[src/rtl/freq_measure_ctrl.sv]
// Gate-window frequency counter: counts rising edges of an async input over a
// programmable window of clk cycles in two-digit BCD, publishing once per window.
module freq_measure_ctrl #(
    parameter int PERIOD_W = 24
) (
    input  logic                clk,
    input  logic                reset_n,
    input  logic                enable,
    input  logic [PERIOD_W-1:0] period,
    input  logic                signal_in,
    output logic [3:0]          ten_count,
    output logic [3:0]          unit_count,
    output logic                load,
    output logic                overflow,
    output logic                busy
);

    typedef enum logic [1:0] {
        IDLE,
        COUNT,
        LOAD
    } state_t;

    localparam logic [PERIOD_W-1:0] ONE = PERIOD_W'(1);

    state_t              state;
    logic                sync1;
    logic                sync2;
    logic                prev;
    logic                pulse;
    logic [PERIOD_W-1:0] win_len;
    logic [PERIOD_W-1:0] win_next;
    logic [PERIOD_W-1:0] timer;
    logic [3:0]          bcd_t;
    logic [3:0]          bcd_u;
    logic                sat;

    assign pulse    = sync2 & ~prev;
    assign win_next = (period == '0) ? ONE : period;

    always_ff @(posedge clk or negedge reset_n) begin
        if (!reset_n) begin
            sync1 <= 1'b0;
            sync2 <= 1'b0;
            prev  <= 1'b0;
        end else begin
            sync1 <= signal_in;
            sync2 <= sync1;
            prev  <= sync2;
        end
    end

    always_ff @(posedge clk or negedge reset_n) begin
        if (!reset_n) begin
            state      <= IDLE;
            win_len    <= '0;
            timer      <= '0;
            bcd_t      <= 4'd0;
            bcd_u      <= 4'd0;
            sat        <= 1'b0;
            ten_count  <= 4'd0;
            unit_count <= 4'd0;
            load       <= 1'b0;
            overflow   <= 1'b0;
            busy       <= 1'b0;
        end else begin
            load <= 1'b0;
            unique case (state)
                IDLE: begin
                    if (enable) begin
                        state   <= COUNT;
                        busy    <= 1'b1;
                        win_len <= win_next;
                        timer   <= '0;
                        bcd_t   <= 4'd0;
                        bcd_u   <= 4'd0;
                        sat     <= 1'b0;
                    end
                end
                COUNT: begin
                    if (!enable) begin
                        state <= IDLE;
                        busy  <= 1'b0;
                    end else begin
                        timer <= timer + ONE;
                        // at 99 further edges only flag saturation
                        if (pulse) begin
                            if (bcd_u != 4'd9) begin
                                bcd_u <= bcd_u + 4'd1;
                            end else if (bcd_t != 4'd9) begin
                                bcd_u <= 4'd0;
                                bcd_t <= bcd_t + 4'd1;
                            end else begin
                                sat <= 1'b1;
                            end
                        end
                        if (timer == win_len - ONE) begin
                            state <= LOAD;
                        end
                    end
                end
                LOAD: begin
                    ten_count  <= bcd_t;
                    unit_count <= bcd_u;
                    overflow   <= sat;
                    load       <= 1'b1;
                    bcd_t      <= 4'd0;
                    bcd_u      <= 4'd0;
                    sat        <= 1'b0;
                    timer      <= '0;
                    if (enable) begin
                        state   <= COUNT;
                        win_len <= win_next;
                    end else begin
                        state <= IDLE;
                        busy  <= 1'b0;
                    end
                end
                default: begin
                    state <= IDLE;
                    busy  <= 1'b0;
                end
            endcase
        end
    end

endmodule
[config.mk]
export PLATFORM = sky130hd
export DESIGN_NAME = freq_measure_ctrl
export DESIGN_NICKNAME = d
export VERILOG_FILES = /design/src/rtl/freq_measure_ctrl.sv
export SDC_FILE = /design/constraint.sdc
export NUM_CORES = 1
export LEC_CHECK = 0
export ABC_AREA = 1
export CAP_MARGIN = 10
export CORE_ASPECT_RATIO = 0.9
export CORE_MARGIN = 4
export CORE_UTILIZATION = 50
export CTS_CLUSTER_DIAMETER = 200
export DETAILED_ROUTE_END_ITERATION = 12
export PLACE_DENSITY = 0.71
export SLEW_MARGIN = 5
export SYNTH_ARGS = -nofsm -noshare
export SYNTH_HDL_FRONTEND = slang
export SYNTH_SLANG_ARGS = --single-unit
[constraint.sdc]
create_clock -name clk -period 3.1 [get_ports clk]
set_input_delay 0.62 -clock clk [delete_from_list [all_inputs] [get_ports clk]]
set_output_delay 0.62 -clock clk [all_outputs]
set_load 0.005 [all_outputs]
### Word level (Yosys, flattened, before mapping)

Index checks and enable logic that the tools add are counted.

* flip-flop bits (word level): 73
* bits in latches: 0
* bits in writable memories: 0
* bits in read-only memories: 0
* input bits: 28
* output and inout port bits: 11
* logic and storage cells: 76
* memories: 0

* add/subtract/negate cells: 4
* $mul: 0
* divide/modulo/power cells: 0
* $lt $le $gt $ge: 0
* eq/ne operators: 14
* shift operators: 0
* muxes and demuxes: 30
* bitwise gates (word level): 2
* reductions and logical operators: 12

Operators by type and width (number)
* $mux 24: 3
* $pmux 24 s3: 1
* $mux 4: 9
* $add 24x1->24 const B: 1
* $eq 24x24->1: 1
* $logic_not 24->1: 1
* $pmux 4 s3: 2
* $sub 24x1->24 const B: 1
* $ne 2x2->1 const B: 7
* $reduce_and 6->1: 2
* $mux 1: 9
* $add 4x1->4 const B: 2
* $ne 4x4->1 const B: 2
* $mux 2: 3
* $ne 3x3->1 const B: 2
* $pmux 2 s3: 1
* $reduce_and 2->1: 3
* $reduce_and 5->1: 1
* $reduce_or 2->1: 2
* $pmux 1 s3: 1
* $reduce_and 3->1: 1
* $reduce_bool 3->1: 1
* $eq 2x1->1 const B: 1
* $eq 2x2->1 const B: 1
* other kinds (4): 4

### Depth between registers and ports, before layout

Gate-level depths: netlist of the first run.

* depth in word-level cells: 6
* mapped depth: 16

### Worst setup path after synthesis of the first run

No wires, ideal clock.

* kind: reg-to-reg
* from: register state[0]
* to: register timer[20]
* setup time: 133 ps
* arrival: 1693 ps
* data required time: 2967 ps
* setup slack: 1274 ps
* stages on the path, launching flop included: 14
* clock period less this slack: 1826 ps
* cell sequence: dfrtp_1 > inv_1 > ha_1 > nand2_2 > nand3_4 > clkinv_2 > nand3_4 > nor3_2 > nand2_2 > clkinv_2 > nand3_2 > nor2_2 > xor2_1 > nor2_1

* cells in the longest elaborated chain, start to end: 3

RTL lines
* start, declared: line 26 `state_t state;`
* start signal, assigned: line 55 `state <= IDLE;`
* start signal, assigned: line 71 `state <= COUNT;`
* start signal, assigned: line 82 `state <= IDLE;`
* $eq 2x1->1, or another cell as far along: line 68 `unique case (state)`
* $ne 2x2->1 (no source line) or $reduce_bool 3->1 (tied branches)
* $reduce_and 3->1 (no source line)
* end signal, assigned: line 85 `timer <= timer + ONE;`
* end, declared: line 33 `logic [PERIOD_W-1:0] timer;`

Parallel ways exist; a longest one is shown, timed or not.
A chain may end at the register's enable or synchronous reset.

### Worst setup path in the final report of the first run

* from: input port enable
* to: register timer[20]

* cells in the longest elaborated chain, start to end: 2

RTL lines
* start, declared: line 8 `input logic enable,`
* $ne 2x2->1 (no source line)
* $reduce_and 3->1 (no source line) *

Mark *: on every way between the ends. The rest lies on a longest branch, timed or not.

==> results of run 1 <==
==> cells by family (layout without fill, tap and decap cells) <==
logic type                 Yosys count  in the layout
xor gates and xnor gates            20             20
DFF                                 73             73
muxes                                2              2
buffers and inverters               93            141
and+or+nand+nor                    331            331
AOI/OAI and AO/OA                   71             71
adders and majority gates           10             10
==> cell type report <==
cell class | count | area [µm²]
inverters | 84 | 318
multi-input cells | 434 | 2260
well taps | 119 | 149
clock inverters | 4 | 76.3
clock buffers | 12 | 145
repair buffers | 41 | 410
fillers | 786 | 3430
flip-flops and latches | 73 | 1830
==> power breakdown <==
part	internal (W)	switching, W
Clock	0.000477	0.000361
Sequential	0.00124	0.000318
Combinational	0.000745	0.00118
Total	0.00247	0.00186
==> cell usage in the layout (no fill, tap or decap), types with 5 or more instances in the layout <==
master,n
nand2_1,162
inv_1,80
dfrtp_1,73
nor2_1,64
clkdlybuf4s50_1,37
nand3_1,29
a21oi_1,28
o21ai_0,27
nand4_1,17
nor2_2,13
nor3_1,13
xor2_1,13
ha_1,10
clkbuf_8,10
xnor2_1,7
nand2_2,6
nand3b_1,5
nor4_1,5
==> worst max-delay path by stage <==
stage                       endpoint  slack (ns)
6_report       timer[20]$_DFFE_PN0P_        0.91
5_1_grt         state[0]$_DFFE_PN0P_        0.68
4_1_cts        timer[17]$_DFFE_PN0P_        0.93
3_5_place_dp   timer[17]$_DFFE_PN0P_        0.56
3_3_place_gp   timer[20]$_DFFE_PN0P_        0.62
2_1_floorplan  timer[20]$_DFFE_PN0P_        1.27
==> metrics by stage <==
step                      setup slack [ns]  total power, W  hold slack (ns)  utilization [%]  cells
after floorplan                       1.27         0.00288            0.324                -    600
after global placement               0.617         0.00342            0.340             57.6    751
after detailed placement             0.556         0.00348            0.338             57.6    751
after CTS                            0.926         0.00433            0.355             60.2    767
after global routing                 0.682         0.00472            0.368             60.2    767
final                                0.906         0.00432            0.349             60.2    767
==> critical path: stages <==
cell and delay [ns]:
clkdlybuf4s50_1 0.55, inv_2 0.08, nand2_2 0.11, nand3_4 0.12, clkinv_2 0.10, nand3_4 0.09, nor3_2 0.17, nand2_2 0.10
clkinv_2 0.08, nand3_2 0.09, nor2_2 0.12, xor2_1 0.14, nor2_1 0.05
==> flip-flops by register name, summed over array words and instances, names as in the netlist, 2 cells and up <==
signal / cells
timer: 24
ten_count: 4
unit_count: 4
win_len: 24
state: 2
bcd_u: 4
bcd_t: 4
==> routing by layer <==
layer / global-route usage [%] / routed length [µm]
met5: 0 / 0
met4: 6.41 / 168
met3: 4.25 / 562
met2: 33.1 / 4780
met1: 30.6 / 4990
==> flow_summary.json, run 1 <==
{
  "syn_avg_cell_area_um2": 7.40,
  "cp_max_fo": 4,
  "cts_max_level": 3,
  "dr_total_vias": 3949,
  "hpwlAfterDp_um": 8270,
  "rows": 32,
  "grt_pass1_wl_um": 18100,
  "status": "finished clean",
  "dr.pass1.iters": 5,
  "grt_pass1_vias": 3832,
  "power.density_nw_per_um2": 834,
  "placed_area_um2": 4960,
  "dieHeight_um": 97.4,
  "path_clk_slew_ns": 0.08,
  "clock-sinks": 73,
  "yosysTopAreaCell": "dfrtp_1",
  "setup_viol": 0,
  "wirelength_um": 10500,
  "ys_warn_count": 0,
  "cts-buffers-inserted": 9,
  "clk_latency_ns": 0.35,
  "port_buffers": 38,
  "via_per_inst": 5.15,
  "timing.rr.start": "win_len[0]$_DFFE_PN0P_",
  "vdd_ir_drop_max_mv": 0.431,
  "overflow": 0,
  "worstPathArrival_ns": 2.44,
  "hold_class": "input port to async pin",
  "required_ns": 3.34,
  "tightest_slew_ns": 0.804,
  "async_flop_share_pct": 100,
  "core_area_um2": 8610,
  "ys_seq_area_share_pct": 41.1,
  "ff2ff_setup_slack_ns": 0.93,
  "start_kind": "input port",
  "synth.top_cell.area_share_pct": 41.1,
  "r2r_cells": 15,
  "p_leak_nw": 2.49,
  "cts-root-buf": "clkbuf_8",
  "synth_compound_area_share_pct": 8.90,
  "cts_setup_buffers": 0,
  "design_area_um2": 5180,
  "antenna_found_initial": 0,
  "synthFlopType": "dfrtp_1",
  "synth_edf_count": 0,
  "rsz0062_at_grt": "false",
  "regToRegEndpoint": "state[0]$_DFFE_PN0P_",
  "yosys.cell_count.top_type": "nand2_1",
  "slew_violations": 0,
  "die_w_um": 107,
  "fin_crit_ns": 2.19,
  "synth-simple-area-share_pct": 34.6,
  "synth_common_cells": "nand2_1 (162), inv_1 (80), dfrtp_1 (73), nor2_1 (65), nand3_1 (29)",
  "boundaryPins": 39,
  "crit_type": "input port to flop",
  "dieArea_um2": 10500,
  "worstSetupEndpointType": "flop",
  "initial_core_util_pct": 51.6,
  "grt_max_degree": 39,
  "synthCells": 600,
  "cts_tree": "built",
  "drc": 0,
  "cts_hold_buffers": 0,
  "place_congestion": 0.904,
  "ys_top_cells_by_area": "dfrtp_1 (41%), nand2_1 (14%), inv_1 (6.8%), nor2_1 (5.5%), nand3_1 (3.3%)",
  "layout-drive-gt1-share_pct": 8.49,
  "cts_resized": 0,
  "fin_setup_tns_ns": 0,
  "fmax_ghz": 0.456,
  "synth_mux_area_share_pct": 0.479,
  "antenna_cells": 0,
  "postRouteAntennaNets": 0,
  "syn_nets": 638,
  "synth_top_family_by_area": "simple AND/OR/NAND/NOR gates",
  "drv.max_cap_violation_count": 0,
  "syn_area_um2": 4440,
  "skew_ns": 0.00433,
  "drt_iter0_drc": 175,
  "synth_fa_ha_area_share_pct": 2.82,
  "wire_per_inst_um": 13.7,
  "synth_seq_cells": 73,
  "layout.nets": 681,
  "final_hold_viol_count": 0,
  "slew_headroom_pct": 46.4,
  "fin_crit_sh_pct": 70.8,
  "cp-startpoint": "enable",
  "synth-xor-area-share_pct": 3.94,
  "yosysUniqueCellTypes": 44,
  "grtUsageTotal_pct": 21.5,
  "synthToLayoutAreaGrowth_pct": 16.7,
  "cts_buffer_depth": 2
}
Power figures use the tool's default switching activity.
==> run 2, diff against run 1 <==
- PLACE_DENSITY: 0.71 -> 0.73
- clock period: 3.1 -> 1.9 ns (I/O delays scaled with it)
==> run 2 against run 1 <==
The run now ends with negative setup slack left. Die area did not move. Combinational power rose by 110%. Register-to-register slack got worse by 0.96 ns. Non-clock buffer count rose by 43. Sequential share of layout area fell by 3.5 points. Clock skew rose by 0.0051 ns. Sequential cell count did not move. Global-route usage rose by 1.2 points. First-iteration DRC count rose by 37%.
==> flow_summary.json, run 2 (same netlist as run 1, synthesis figures left out) <==
{
  "status": "complete, but fails checks",
  "violations": "negative setup slack",
  "synthToLayoutAreaGrowth_pct": 30.0,
  "clk_latency_ns": 0.37,
  "dr.pass1.iters": 5,
  "total_power_w": 0.00828,
  "dieArea_um2": 10500,
  "grt_max_degree": 74,
  "holdWs_ns": 0.0207,
  "rsz0062_at_grt": "true",
  "drt_iter0_drc": 240,
  "boundaryPins": 39,
  "power.density_nw_per_um2": 1430,
  "crit_chain": "inv_2 > buf_4 > nand2_4 > nor2_4 > nand2_1 > nand2_1 > nand2_1 > nor2_2 > nand3_1 > nor2_1 > nand3_1 > nand2_2 > nand2_1 > nand2_1 > nand2_1",
  "cp_common_cell": "nand2_1",
  "start_kind": "flop",
  "fmax_ghz": 0.517,
  "dr_total_vias": 4262,
  "cp_max_fo": 5,
  "worstPathArrival_ns": 2.20,
  "rows": 32,
  "dieHeight_um": 97.4,
  "required_ns": 2.17,
  "worstSetupEndpointType": "flop",
  "drc": 0,
  "cts_max_level": 3,
  "cts_tree": "built",
  "slew_headroom_pct": 72.9,
  "gr-usage-met1_pct": 30.3,
  "path_clk_slew_ns": 0.08,
  "reg_top3": "timer x24, win_len x24",
  "slew_violations": 0,
  "layout_commonest_cell": "nand2_1",
  "cts-root-buf": "clkbuf_8",
  "placed_cells": 785,
  "via_per_inst": 5.25,
  "finalWorstSetupSlack_ns": -0.0347,
  "hold_class": "input port to async pin",
  "grtUsageTotal_pct": 22.6,
  "grt_pass1_wl_um": 18800,
  "skew_ns": 0.00941,
  "cts-buffers-inserted": 9,
  "top_usage_layer": "met2",
  "setup_viol": 4,
  "cts_hold_buffers": 0,
  "met2_usage_pct": 36.0,
  "core_area_um2": 8610,
  "critPathSlowestCell": "dfrtp_1",
  "cts_buffer_depth": 2,
  "crit_path_max_incr_delay_ns": 0.41,
  "layout_common_cells": "nand2_1 (158), inv_1 (74), dfrtp_1 (68), nor2_1 (59), buf_4 (44)",
  "hpwlAfterDp_um": 8380,
  "place_congestion": 0.940,
  "fin_setup_tns_ns": -0.0827,
  "wirelength_um": 11600,
  "fin_util_pct": 67.0,
  "initial_core_util_pct": 51.6,
  "die_w_um": 107,
  "layout.nets": 726,
  "drv.max_cap_violation_count": 0,
  "use_met3_pct": 4.85,
  "antenna_cells": 0,
  "final_cells": 812,
  "p_leak_nw": 2.76,
  "tightest_slew_ns": 0.403,
  "crit_type": "flop to flop",
  "port_buffers": 38,
  "fin_crit_sh_pct": 102,
  "fin_crit_ns": 1.93,
  "overflow": 0,
  "vdd_ir_drop_max_mv": 0.821,
  "wire_per_inst_um": 14.2,
  "final_hold_viol_count": 0,
  "grt_pass1_vias": 4082,
  "layout-drive-gt1-share_pct": 19.6,
  "postRouteAntennaNets": 0,
  "antenna_found_initial": 0,
  "clock-sinks": 73
}
-- run 2: cell count changes in the layout (fill, tap and decap cells not counted), sizes merged --
cell      before  now
clkinvlp       1    2
clkbuf        12    9
clkinv         3    1
bufinv         2    4
buf            4   47
nor2          80   81
inv           82   85
-- run 2: what timing repair did --
action                     4_1_cts  5_1_grt
gates cloned                     1        1
buffers inserted                 6        3
pin swaps                       10       14
gates resized for setup         28       29
setup endpoints to repair       19       27
-- run 2: final timing paths --
path / start / slack [ns] / depth (start not counted) / end
min: reset_n / 0.02 / 2 / bcd_u[2]$_DFFE_PN0P_
max reg2reg: win_len[0]$_DFFE_PN0P_ / -0.03 / 15 / state[0]$_DFFE_PN0P_
min in group clk: sync1$_DFF_PN0_ / 0.35 / 0 / sync2$_DFF_PN0_
max in group asynchronous: reset_n / 1.54 / 2 / win_len[8]$_DFFE_PN0P_
min reg2reg: sync1$_DFF_PN0_ / 0.35 / 0 / sync2$_DFF_PN0_
max: win_len[0]$_DFFE_PN0P_ / -0.03 / 15 / state[0]$_DFFE_PN0P_
-- run 2: per-layer routing --
| layer | part of all wire, % | vias to the layer above | wire length [µm] |
|---|---|---|---|
| li1 | - | 2110 | - |
| met1 | 43 | 1978 | 5030 |
| met2 | 47 | 152 | 5460 |
| met3 | 7.0 | 22 | 813 |
| met4 | 2.3 | 0 | 269 |
| met5 | 0 | - | 0 |
-- run 2: layout make-up --
class,count,area [µm²]
fill,706,2840
multi-input combinational,435,2440
sequential,73,1830
timing repair buffer,84,746
inverter,84,327
tap,119,149
clock inverter,7,146
clock buffer,9,124
timing repair inverter,1,5.00
-- run 2: power breakdown --
| group | total [W] | internal (W) | leakage (nW) | switching (W) |
|---|---|---|---|---|
| combinational | 0.00407 | 0.00179 | 1.69 | 0.00229 |
| sequential | 0.00256 | 0.00204 | 0.936 | 0.000526 |
| clock | 0.00165 | 0.00102 | 0.135 | 0.000629 |
| total | 0.00828 | 0.00484 | 2.76 | 0.00344 |
-- run 2: worst max-delay path, delay by kind of cell (launching register included) --
kind / cells / cell delay (ns)
buffers and inverters: 2 / 0.23
and+or+nand+nor: 13 / 1.20
DFF: 1 / 0.41
-- run 2: stage by stage --
step,worst slack [ns],cell area [µm²]
after global routing,-0.178,5770
final,-0.0347,5770
after CTS,-0.0210,5650
after global placement,-0.265,5220
after floorplan,0.0735,4440
after detailed placement,-0.343,5220
